[config.mk]
export PLATFORM = sky130hd
export DESIGN_NAME = alu_issue_scheduler_flat
export DESIGN_NICKNAME = d
export VERILOG_FILES = /design/src/rtl/alu_issue_scheduler_if.sv /design/src/rtl/alu_issue_scheduler.sv /design/src/flat_wrapper.sv
export SDC_FILE = /design/constraint.sdc
export NUM_CORES = 1
export LEC_CHECK = 0
export CORE_MARGIN = 8
export CORE_UTILIZATION = 54
export CTS_BUF_LIST = sky130_fd_sc_hd__clkbuf_2
export DETAILED_ROUTE_END_ITERATION = 7
export PLACE_DENSITY = 0.85
export SLEW_MARGIN = 20
export SYNTH_ARGS = -nofsm -noshare
export SYNTH_HDL_FRONTEND = slang
export SYNTH_SLANG_ARGS = --single-unit
[constraint.sdc]
create_clock -name clk -period 12.9 [get_ports clk]
set_input_delay 1.29 -clock clk [delete_from_list [all_inputs] [get_ports clk]]
set_output_delay 1.29 -clock clk [all_outputs]
set_load 0.005 [all_outputs]
[src/rtl/alu_issue_scheduler_if.sv]
// Handshake bundle for the ALU reservation station: decoder write port, result broadcast snoop
// and the issue port. The slave modport is the scheduler's view; master is the surrounding pipeline.
interface alu_issue_scheduler_if #(
  parameter int DEPTH  = 4,
  parameter int OP_W   = 5,
  parameter int DATA_W = 32,
  parameter int TAG_W  = 4,
  parameter int LOCK_W = 5
);
  localparam int CNT_W = $clog2(DEPTH) + 1;

  logic              clear;
  logic              alu_write;
  logic [OP_W-1:0]   in_op;
  logic [LOCK_W-1:0] in_lock1;
  logic [LOCK_W-1:0] in_lock2;
  logic [DATA_W-1:0] in_data1;
  logic [DATA_W-1:0] in_data2;
  logic [TAG_W-1:0]  in_dest;
  logic              alu_stall;
  logic              cdb_valid;
  logic [TAG_W-1:0]  cdb_tag;
  logic [DATA_W-1:0] cdb_data;
  logic              ex_valid;
  logic [OP_W-1:0]   ex_op;
  logic [DATA_W-1:0] ex_a;
  logic [DATA_W-1:0] ex_b;
  logic [TAG_W-1:0]  ex_dest;
  logic              ex_ready;
  logic [CNT_W-1:0]  rs_count;

  modport slave (
    input  clear, alu_write, in_op, in_lock1, in_lock2, in_data1, in_data2, in_dest,
           cdb_valid, cdb_tag, cdb_data, ex_ready,
    output alu_stall, ex_valid, ex_op, ex_a, ex_b, ex_dest, rs_count
  );

  modport master (
    output clear, alu_write, in_op, in_lock1, in_lock2, in_data1, in_data2, in_dest,
           cdb_valid, cdb_tag, cdb_data, ex_ready,
    input  alu_stall, ex_valid, ex_op, ex_a, ex_b, ex_dest, rs_count
  );
endinterface

[src/rtl/alu_issue_scheduler.sv]
// ALU reservation station: holds ops until both operands resolve, snoops the result bus,
// and issues the oldest ready op each cycle through a single issue register.
module alu_issue_scheduler #(
  parameter int                DEPTH   = 4,
  parameter int                OP_W    = 5,
  parameter int                DATA_W  = 32,
  parameter int                TAG_W   = 4,
  parameter int                LOCK_W  = 5,
  parameter logic [LOCK_W-1:0] NO_LOCK = 5'b10000
) (
  input logic                  clk,
  input logic                  rst,
  alu_issue_scheduler_if.slave bus
);
  localparam int CNT_W = $clog2(DEPTH) + 1;

  logic [DEPTH-1:0]                    r_vld;
  logic [DEPTH-1:0][OP_W-1:0]          r_op;
  logic [DEPTH-1:0][LOCK_W-1:0]        r_lock1, r_lock2;
  logic [DEPTH-1:0][DATA_W-1:0]        r_data1, r_data2;
  logic [DEPTH-1:0][TAG_W-1:0]         r_dest;
  logic [DEPTH-1:0][DEPTH-1:0]         r_older;
  logic [CNT_W-1:0]                    r_count;
  logic                                r_ex_valid;
  logic [OP_W-1:0]                     r_ex_op;
  logic [DATA_W-1:0]                   r_ex_a, r_ex_b;
  logic [TAG_W-1:0]                    r_ex_dest;

  logic [DEPTH-1:0]  w_rdy, w_sel, w_free, w_alloc_oh;
  logic              w_full, w_alloc, w_take, w_issue;
  logic [OP_W-1:0]   w_iss_op;
  logic [DATA_W-1:0] w_iss_a, w_iss_b;
  logic [TAG_W-1:0]  w_iss_dest;
  logic [LOCK_W-1:0] w_in_l1, w_in_l2;
  logic [DATA_W-1:0] w_in_d1, w_in_d2;

  always_comb begin
    for (int i = 0; i < DEPTH; i++)
      w_rdy[i] = r_vld[i] && (r_lock1[i] == NO_LOCK) && (r_lock2[i] == NO_LOCK);
  end

  // Entry i wins when no other ready entry is older than it.
  always_comb begin
    logic blk;
    blk        = 1'b0;
    w_sel      = '0;
    w_iss_op   = '0;
    w_iss_a    = '0;
    w_iss_b    = '0;
    w_iss_dest = '0;
    for (int i = 0; i < DEPTH; i++) begin
      blk = 1'b0;
      for (int j = 0; j < DEPTH; j++)
        blk = blk | (w_rdy[j] & r_older[j][i]);
      w_sel[i] = w_rdy[i] & ~blk;
      if (w_sel[i]) begin
        w_iss_op   = r_op[i];
        w_iss_a    = r_data1[i];
        w_iss_b    = r_data2[i];
        w_iss_dest = r_dest[i];
      end
    end
  end

  // Fullness comes from registered count, so a slot freed this edge is never reused this edge.
  assign w_full     = (r_count == CNT_W'(DEPTH));
  assign w_alloc    = bus.alu_write & ~w_full;
  assign w_take     = ~r_ex_valid | bus.ex_ready;
  assign w_issue    = w_take & (|w_rdy);
  assign w_free     = ~r_vld;
  assign w_alloc_oh = w_free & (~w_free + DEPTH'(1));

  always_comb begin
    w_in_l1 = bus.in_lock1;
    w_in_d1 = bus.in_data1;
    w_in_l2 = bus.in_lock2;
    w_in_d2 = bus.in_data2;
    if (bus.cdb_valid && bus.in_lock1 != NO_LOCK && bus.in_lock1[TAG_W-1:0] == bus.cdb_tag) begin
      w_in_l1 = NO_LOCK;
      w_in_d1 = bus.cdb_data;
    end
    if (bus.cdb_valid && bus.in_lock2 != NO_LOCK && bus.in_lock2[TAG_W-1:0] == bus.cdb_tag) begin
      w_in_l2 = NO_LOCK;
      w_in_d2 = bus.cdb_data;
    end
  end

  always_ff @(posedge clk or posedge rst) begin
    if (rst) begin
      r_vld   <= '0;
      r_op    <= '0;
      r_lock1 <= '0;
      r_lock2 <= '0;
      r_data1 <= '0;
      r_data2 <= '0;
      r_dest  <= '0;
      r_older <= '0;
    end else if (bus.clear) begin
      r_vld   <= '0;
      r_older <= '0;
    end else begin
      for (int i = 0; i < DEPTH; i++) begin
        if (w_alloc && w_alloc_oh[i]) begin
          r_vld[i]   <= 1'b1;
          r_op[i]    <= bus.in_op;
          r_lock1[i] <= w_in_l1;
          r_data1[i] <= w_in_d1;
          r_lock2[i] <= w_in_l2;
          r_data2[i] <= w_in_d2;
          r_dest[i]  <= bus.in_dest;
          r_older[i] <= '0;
        end else begin
          if (w_issue && w_sel[i])
            r_vld[i] <= 1'b0;
          if (bus.cdb_valid && r_vld[i] && r_lock1[i] != NO_LOCK &&
              r_lock1[i][TAG_W-1:0] == bus.cdb_tag) begin
            r_lock1[i] <= NO_LOCK;
            r_data1[i] <= bus.cdb_data;
          end
          if (bus.cdb_valid && r_vld[i] && r_lock2[i] != NO_LOCK &&
              r_lock2[i][TAG_W-1:0] == bus.cdb_tag) begin
            r_lock2[i] <= NO_LOCK;
            r_data2[i] <= bus.cdb_data;
          end
          if (w_alloc && r_vld[i])
            r_older[i] <= r_older[i] | w_alloc_oh;
        end
      end
    end
  end

  always_ff @(posedge clk or posedge rst) begin
    if (rst) begin
      r_ex_valid <= 1'b0;
      r_ex_op    <= '0;
      r_ex_a     <= '0;
      r_ex_b     <= '0;
      r_ex_dest  <= '0;
      r_count    <= '0;
    end else if (bus.clear) begin
      r_ex_valid <= 1'b0;
      r_count    <= '0;
    end else begin
      if (w_take)
        r_ex_valid <= w_issue;
      if (w_issue) begin
        r_ex_op   <= w_iss_op;
        r_ex_a    <= w_iss_a;
        r_ex_b    <= w_iss_b;
        r_ex_dest <= w_iss_dest;
      end
      r_count <= r_count + CNT_W'(w_alloc) - CNT_W'(w_issue);
    end
  end

  assign bus.alu_stall = w_full;
  assign bus.ex_valid  = r_ex_valid;
  assign bus.ex_op     = r_ex_op;
  assign bus.ex_a      = r_ex_a;
  assign bus.ex_b      = r_ex_b;
  assign bus.ex_dest   = r_ex_dest;
  assign bus.rs_count  = r_count;
endmodule

[src/flat_wrapper.sv]
// flat-port wrapper written by rule: the top's interface ports become plain ports
module alu_issue_scheduler_flat 
#(
  parameter int                DEPTH   = 4,
  parameter int                OP_W    = 5,
  parameter int                DATA_W  = 32,
  parameter int                TAG_W   = 4,
  parameter int                LOCK_W  = 5,
  parameter logic [LOCK_W-1:0] NO_LOCK = 5'b10000
)
  (clk, rst, bus_clear, bus_alu_write, bus_in_op, bus_in_lock1, bus_in_lock2, bus_in_data1, bus_in_data2, bus_in_dest, bus_cdb_valid, bus_cdb_tag, bus_cdb_data, bus_ex_ready, bus_alu_stall, bus_ex_valid, bus_ex_op, bus_ex_a, bus_ex_b, bus_ex_dest, bus_rs_count);
  alu_issue_scheduler_if #(.DEPTH(DEPTH), .OP_W(OP_W), .DATA_W(DATA_W), .TAG_W(TAG_W), .LOCK_W(LOCK_W)) bus_i ();
  input logic clk;
  input logic rst;
  input wire logic [$bits(bus_i.clear)-1:0] bus_clear;
  input wire logic [$bits(bus_i.alu_write)-1:0] bus_alu_write;
  input wire logic [$bits(bus_i.in_op)-1:0] bus_in_op;
  input wire logic [$bits(bus_i.in_lock1)-1:0] bus_in_lock1;
  input wire logic [$bits(bus_i.in_lock2)-1:0] bus_in_lock2;
  input wire logic [$bits(bus_i.in_data1)-1:0] bus_in_data1;
  input wire logic [$bits(bus_i.in_data2)-1:0] bus_in_data2;
  input wire logic [$bits(bus_i.in_dest)-1:0] bus_in_dest;
  input wire logic [$bits(bus_i.cdb_valid)-1:0] bus_cdb_valid;
  input wire logic [$bits(bus_i.cdb_tag)-1:0] bus_cdb_tag;
  input wire logic [$bits(bus_i.cdb_data)-1:0] bus_cdb_data;
  input wire logic [$bits(bus_i.ex_ready)-1:0] bus_ex_ready;
  output wire logic [$bits(bus_i.alu_stall)-1:0] bus_alu_stall;
  output wire logic [$bits(bus_i.ex_valid)-1:0] bus_ex_valid;
  output wire logic [$bits(bus_i.ex_op)-1:0] bus_ex_op;
  output wire logic [$bits(bus_i.ex_a)-1:0] bus_ex_a;
  output wire logic [$bits(bus_i.ex_b)-1:0] bus_ex_b;
  output wire logic [$bits(bus_i.ex_dest)-1:0] bus_ex_dest;
  output wire logic [$bits(bus_i.rs_count)-1:0] bus_rs_count;
  assign bus_i.clear = bus_clear;
  assign bus_i.alu_write = bus_alu_write;
  assign bus_i.in_op = bus_in_op;
  assign bus_i.in_lock1 = bus_in_lock1;
  assign bus_i.in_lock2 = bus_in_lock2;
  assign bus_i.in_data1 = bus_in_data1;
  assign bus_i.in_data2 = bus_in_data2;
  assign bus_i.in_dest = bus_in_dest;
  assign bus_i.cdb_valid = bus_cdb_valid;
  assign bus_i.cdb_tag = bus_cdb_tag;
  assign bus_i.cdb_data = bus_cdb_data;
  assign bus_i.ex_ready = bus_ex_ready;
  assign bus_alu_stall = bus_i.alu_stall;
  assign bus_ex_valid = bus_i.ex_valid;
  assign bus_ex_op = bus_i.ex_op;
  assign bus_ex_a = bus_i.ex_a;
  assign bus_ex_b = bus_i.ex_b;
  assign bus_ex_dest = bus_i.ex_dest;
  assign bus_rs_count = bus_i.rs_count;
  alu_issue_scheduler #(.DEPTH(DEPTH), .OP_W(OP_W), .DATA_W(DATA_W), .TAG_W(TAG_W), .LOCK_W(LOCK_W), .NO_LOCK(NO_LOCK)) u_core (.clk(clk), .rst(rst), .bus(bus_i));
endmodule
After elaboration in Yosys (flattened, before gate mapping)
Index checks and enable logic that the tools add are counted.
{"block": "classes", "addsub": 3, "mux": 73, "bitwise": 49, "eq_ne": 29, "reduce_logical": 75}
{"operator": "2-to-1 mux 32 bit", "n": 26}
{"operator": "2-to-1 mux 5 bit", "n": 22}
{"operator": "2-to-1 mux 4 bit", "n": 13}
{"operator": "inequality test 5 bit (second input constant)", "n": 10}
{"operator": "logical AND 1 bit", "n": 44}
{"operator": "== test 4 bit", "n": 10}
{"operator": "== test 5 bit (second input constant)", "n": 8}
{"operator": "AND reduction 2 bit", "n": 13}
{"operator": "nonzero test 3 bit", "n": 8}
{"operator": "AND 1 bit", "n": 22}
{"operator": "nonzero test 2 bit", "n": 9}
{"operator": "2-to-1 mux 16 bit", "n": 1}
{"operator": "OR 4 bit", "n": 4}
{"operator": "OR 1 bit", "n": 13}
{"operator": "2-to-1 mux 1 bit", "n": 10}
{"operator": "NOT 4 bit", "n": 2}
{"operator": "NOT 1 bit", "n": 7}
{"operator": "adder 4 x 1 -> 4 bit (second input constant)", "n": 1}
{"operator": "AND 4 bit", "n": 1}
{"operator": "OR reduction 4 bit", "n": 1}
{"operator": "adder 3 x 1 -> 3 bit", "n": 1}
{"operator": "== test 3 bit (second input constant)", "n": 1}
{"operator": "2-to-1 mux 3 bit", "n": 1}
{"operator": "subtractor 3 x 1 -> 3 bit", "n": 1}
{"block": "word_totals", "reg_bits": 429, "output_inout_bits": 78}

Logic depth before layout (Yosys ltp)
{"block": "logic_depth", "word_depth": 13, "ltp_mapped": 15, "ltp_nobuf": 13}

Least setup slack after synthesis
No wires, ideal clock.
{"block": "synth_timing", "kind": "input-to-reg", "from": "in bus_cdb_tag[2]", "to": "reg u_core.r_data1[32] (netlist name)", "setup_time_ps": 135, "setup_slack_ps": 9612, "n_path_buf": 3, "path_stages": 9, "arrival_ps": 3153, "cell_sequence": "buf_2 -> xnor2_1 -> nand3_1 -> a211oi_1 -> nand2b_1 -> buf_2 -> buf_2 -> mux2i_1 -> o21ai_0"}
{"block": "synth_via", "elab_chain_len": 4, "elab_cells_between_ends": 8}
{"element": "from (decl)", "line": "flat_wrapper.sv:24", "text": "input wire logic [$bits(bus_i.cdb_tag)-1:0] bus_cdb_tag;"}
{"element": "== test 4 bit, on equally long branches", "line": "alu_issue_scheduler.sv:78, alu_issue_scheduler.sv:116"}
{"element": "logical AND 1 bit, on equally long branches", "line": "alu_issue_scheduler.sv:78, alu_issue_scheduler.sv:115"}
{"element": "2-to-1 mux 32 bit / nonzero test 2 bit (equally long branches)"}
{"element": "2-to-1 mux 32 bit / AND reduction 2 bit (equally long branches)"}
{"element": "to (signal, indexed assignment)", "line": "alu_issue_scheduler.sv:107", "text": "r_data1[i] <= w_in_d1;"}
{"element": "to (signal, indexed assignment)", "line": "alu_issue_scheduler.sv:118", "text": "r_data1[i] <= bus.cdb_data;"}
{"element": "to (decl)", "line": "alu_issue_scheduler.sv:20", "text": "logic [DEPTH-1:0][DATA_W-1:0] r_data1, r_data2;"}
Parallel ways exist; a longest one is shown, timed or not.
A chain may end at the register's enable or synchronous reset.

Worst setup path in the final report
{"block": "layout_timing", "from": "reg u_core.r_count[1] (netlist: u_core.bus.rs_count[1])", "to": "out bus_alu_stall"}
{"block": "layout_via", "elab_chain_len": 1}
{"element": "from (decl)", "line": "alu_issue_scheduler.sv:23", "text": "logic [CNT_W-1:0] r_count;"}
{"element": "from (signal assigned)", "line": "alu_issue_scheduler.sv:152", "text": "r_count <= r_count + CNT_W'(w_alloc) - CNT_W'(w_issue);"}
{"element": "== test 3 bit", "line": "alu_issue_scheduler.sv:66", "text": "assign w_full = (r_count == CNT_W'(DEPTH));"}
{"element": "to (decl)", "line": "flat_wrapper.sv:27", "text": "output wire logic [$bits(bus_i.alu_stall)-1:0] bus_alu_stall;"}
Every way passes these cells.

==> metrics.md <==
| Metric | Value |
|---|---|
| Reg2Reg Capture Point | `u_core.bus.ex_b[25]` |
| Cell count of the worst reg-to-reg path | `7` |
| Most common library cells after synthesis | `sky130_fd_sc_hd__dfrtp_1 (429), sky130_fd_sc_hd__nand2_1 (325), sky130_fd_sc_hd__o21ai_0 (269)` |
| Fraction of final layout cells with drive strength greater than 1 | `0.0959` |
| Worst Path Class, Setup | `flop to output port` |
| Sequential cell area fraction in the yosys report | `0.477` |
| Hold buffer count at cts | `0` |
| Die Ht | `220 µm` |
| Normalized max-slew margin | `0.267` |
| Run status | `completed` |
| Critical Path End | `bus_alu_stall` |
| Data required time of the worst path | `11610 ps` |
| Layout Nets | `2616` |
| Tightest Pin Transition | `1100 ps` |
| Final hold vios | `0` |
| Flop and latch count out of synthesis | `429` |
| Worst Setup End Kind | `output port` |
| Slew Limit Fails | `0` |
| Number of warnings reported in the yosys synthesis log | `0` |
| Worst Skew | `72.0 ps` |
| DRT antenna net count | `0` |
| Highest clock frequency the design can meet | `252 MHz` |
| Global-route wire length before repair | `112000 µm` |
| Layout overhead on the synthesized area | `13.6%` |
| Register-to-Register Setup Slack | `9040 ps` |
| Area of the mapped netlist | `22500 µm²` |
| Setup_tns | `0 ps` |
| Clock-pin transition on the worst setup and hold timing paths | `100 ps` |
| Met3 WL | `8110 µm` |
| Clk_lat worst skew | `1060 ps` |
| DR WL/cell | `23.2 µm` |
| RSZ-0062 raised after global routing | `no` |
| Deepest clock path buffer count | `3` |
| Buffers added on ports | `202` |
| Standard-cell rows | `74` |
| Worst-path maximum fanout | `6` |
| Dominant register cell in the synthesized netlist | `sky130_fd_sc_hd__dfrtp_1` |
| Fill count | `3256` |
| Unique cell type count in the Yosys netlist | `63` |
| Max Cap Violations | `0` |
| Clock sink total | `429` |
| Launching point of the worst reg2reg path | `u_core.r_vld[1]` |
| Final critical delay including setup and external delays | `3970 ps` |
| Inserted Clock Buffers | `107` |
| Starting Density | `0.548` |
| Number of primary I/O pins | `203` |
| Leakage power | `12.5 nW` |
| H-Tree Depth | `3` |
| GPL Wtd Cong | `0.882` |
| Number of synthesized flops with an enable pin | `0` |
| Via count | `19900` |
| Buffers inserted by post-CTS timing repair | `0` |
| Number of design rule violations left after detail routing | `0` |
| Power density over the cells | `139 nW/µm²` |
| Grt ovf | `0` |
| Area of the core region | `41000 µm²` |
| Data arrival, critical path | `2680 ps` |
| Met1 layer wirelength in the final routing | `27500 µm` |
| Detailed placer's ending HPWL | `43600 µm` |
| Final wirelength | `72000 µm` |
| Cell at the root of the clock tree | `sky130_fd_sc_hd__clkbuf_2` |
| Avg Cell Area, Syn | `9.42 µm²` |
| Met2 wire length | `33400 µm` |
| Total routing resource utilization after global routing | `0.294` |
| Via density | `6.42` |
| Post-synth top area share | `0.477` |
| Pre-Repair DR Iteration Count | `7` |
| Via count of the first global-routing pass | `20000` |
| Cells after Synth | `2386` |
| Max IR drop VDD | `72.1 µV` |
| Initial antenna violation count | `11` |
| HP Class | `flop to flop` |
| Cell with the most instances after synthesis | `sky130_fd_sc_hd__dfrtp_1` |
| First-iteration detailed-routing DRC count | `2264` |
| Die area | `48400 µm²` |
| Quantity of gates resized following cts | `0` |
| Share of async-settable or async-resettable flops after synthesis | `1.00` |
| Pin count of the biggest net entering global routing | `182` |
| Max layer used | `met5` |
| Top post-synthesis cells by area | `sky130_fd_sc_hd__dfrtp_1 (48%), sky130_fd_sc_hd__mux2i_1 (11%), sky130_fd_sc_hd__o21ai_0 (6.0%)` |
| Clock tree from TritonCTS | `yes` |
| Horizontal die dimension | `220 µm` |
| Final core utilization | `0.623` |
| Critical path origin | `u_core.bus.rs_count[1]` |
| Count of endpoints failing setup in the final report | `0` |
| Cell type with the largest total area after synthesis | `sky130_fd_sc_hd__dfrtp_1` |
| Final period util | `0.308` |
| Number of cells on the worst hold path | `2` |
| Critical Path Start Type | `flop` |
| Post-Synthesis Net Count | `2514` |
## cell type report
cell class	instances	area, µm²	area share
multi-input cells	1619	10500	0.413
well taps	532	666	0.0260
clock inverters	29	141	0.00553
repair buffers	236	2290	0.0897
diodes	10	25.0	0.000979
inverters	95	360	0.0141
clock buffers	157	786	0.0307
flip-flops and latches	429	10700	0.420
## critical path, cell delays in order, from the launching register on
cell	delay, ps
sky130_fd_sc_hd__dfrtp_1	450
sky130_fd_sc_hd__or3b_1	430
sky130_fd_sc_hd__inv_1	230
sky130_fd_sc_hd__clkdlybuf4s50_1	570
## layout by cell type, fill, tap and decap left out, types with 10 or more instances in the layout
cell                              instances
sky130_fd_sc_hd__inv_1                   93
sky130_fd_sc_hd__diode_2                 10
sky130_fd_sc_hd__mux2i_1                256
sky130_fd_sc_hd__clkbuf_2               157
sky130_fd_sc_hd__o21ai_0                269
sky130_fd_sc_hd__nor3_1                  85
sky130_fd_sc_hd__a21oi_1                 12
sky130_fd_sc_hd__clkdlybuf4s50_1        202
sky130_fd_sc_hd__o31ai_1                 34
sky130_fd_sc_hd__dfrtp_1                429
sky130_fd_sc_hd__xnor2_1                 18
sky130_fd_sc_hd__mux2_2                  19
sky130_fd_sc_hd__nor2b_1                 11
sky130_fd_sc_hd__nor2_1                  59
sky130_fd_sc_hd__clkinv_1                24
sky130_fd_sc_hd__xor2_1                  21
sky130_fd_sc_hd__a31oi_1                 75
sky130_fd_sc_hd__o211ai_1                40
sky130_fd_sc_hd__nand2_1                320
sky130_fd_sc_hd__a22o_1                  18
sky130_fd_sc_hd__a2111oi_0               73
sky130_fd_sc_hd__buf_4                   32
sky130_fd_sc_hd__a21boi_0                73
sky130_fd_sc_hd__and3_1                  73
sky130_fd_sc_hd__o21ai_1                 50
## sequential cells by signal, indices dropped and copies added (netlist names), 4 cells and up
name / cells
u_core.bus.ex_op: 5
u_core.r_data2: 128
u_core.bus.ex_dest: 4
u_core.bus.ex_b: 32
u_core.bus.ex_a: 32
u_core.r_op: 20
u_core.r_vld: 4
u_core.r_lock1: 20
u_core.r_data1: 128
u_core.r_dest: 16
u_core.r_older: 16
u_core.r_lock2: 20
## how the worst min path moves through the flow
stage,to,startpoint,slack [ps]
after floorplan,u_core.r_dest[4],u_core.r_dest[4],440
after CTS,u_core.r_op[8],u_core.r_op[8],480
after global routing,u_core.r_data2[53],u_core.r_data2[53],500
after detailed placement,u_core.r_op[8],u_core.r_op[8],460
final,u_core.bus.ex_b[28],u_core.r_data2[124],480
after global placement,u_core.r_op[8],u_core.r_op[8],450
## through the flow
stage	hold WS, ps	area, µm²	cells	total power (W)	worst slack [ps]
3_3_place_gp	449	24600	2911	0.00260	8390
6_report	481	25600	3107	0.00356	8930
2_1_floorplan	437	22500	2386	0.00239	5820
4_1_cts	480	25500	3097	0.00355	8840
3_5_place_dp	456	24600	2911	0.00266	8340
5_1_grt	498	25500	3103	0.00376	8830
## power by group
part | total [W] | switching (W) | internal [W]
Clock | 0.000900 | 0.000558 | 0.000342
Sequential | 0.00188 | 0.000198 | 0.00168
Combinational | 0.000777 | 0.000457 | 0.000320
## cell families after synthesis
logic type                 share of synthesized area
AOI/OAI and AO/OA                              0.193
and+or+nand+nor                                0.127
buffers and inverters                         0.0612
DFF                                            0.477
xor gates and xnor gates                      0.0152
adders and majority gates                    0.00200
muxes                                          0.123
## metal layers
layer	vias to the layer above	track usage
met3	211	0.0738
met5	-	0
li1	8756	-
met2	1237	0.454
met1	9735	0.378
met4	6	0.157
(Power assumes the default switching activity.)
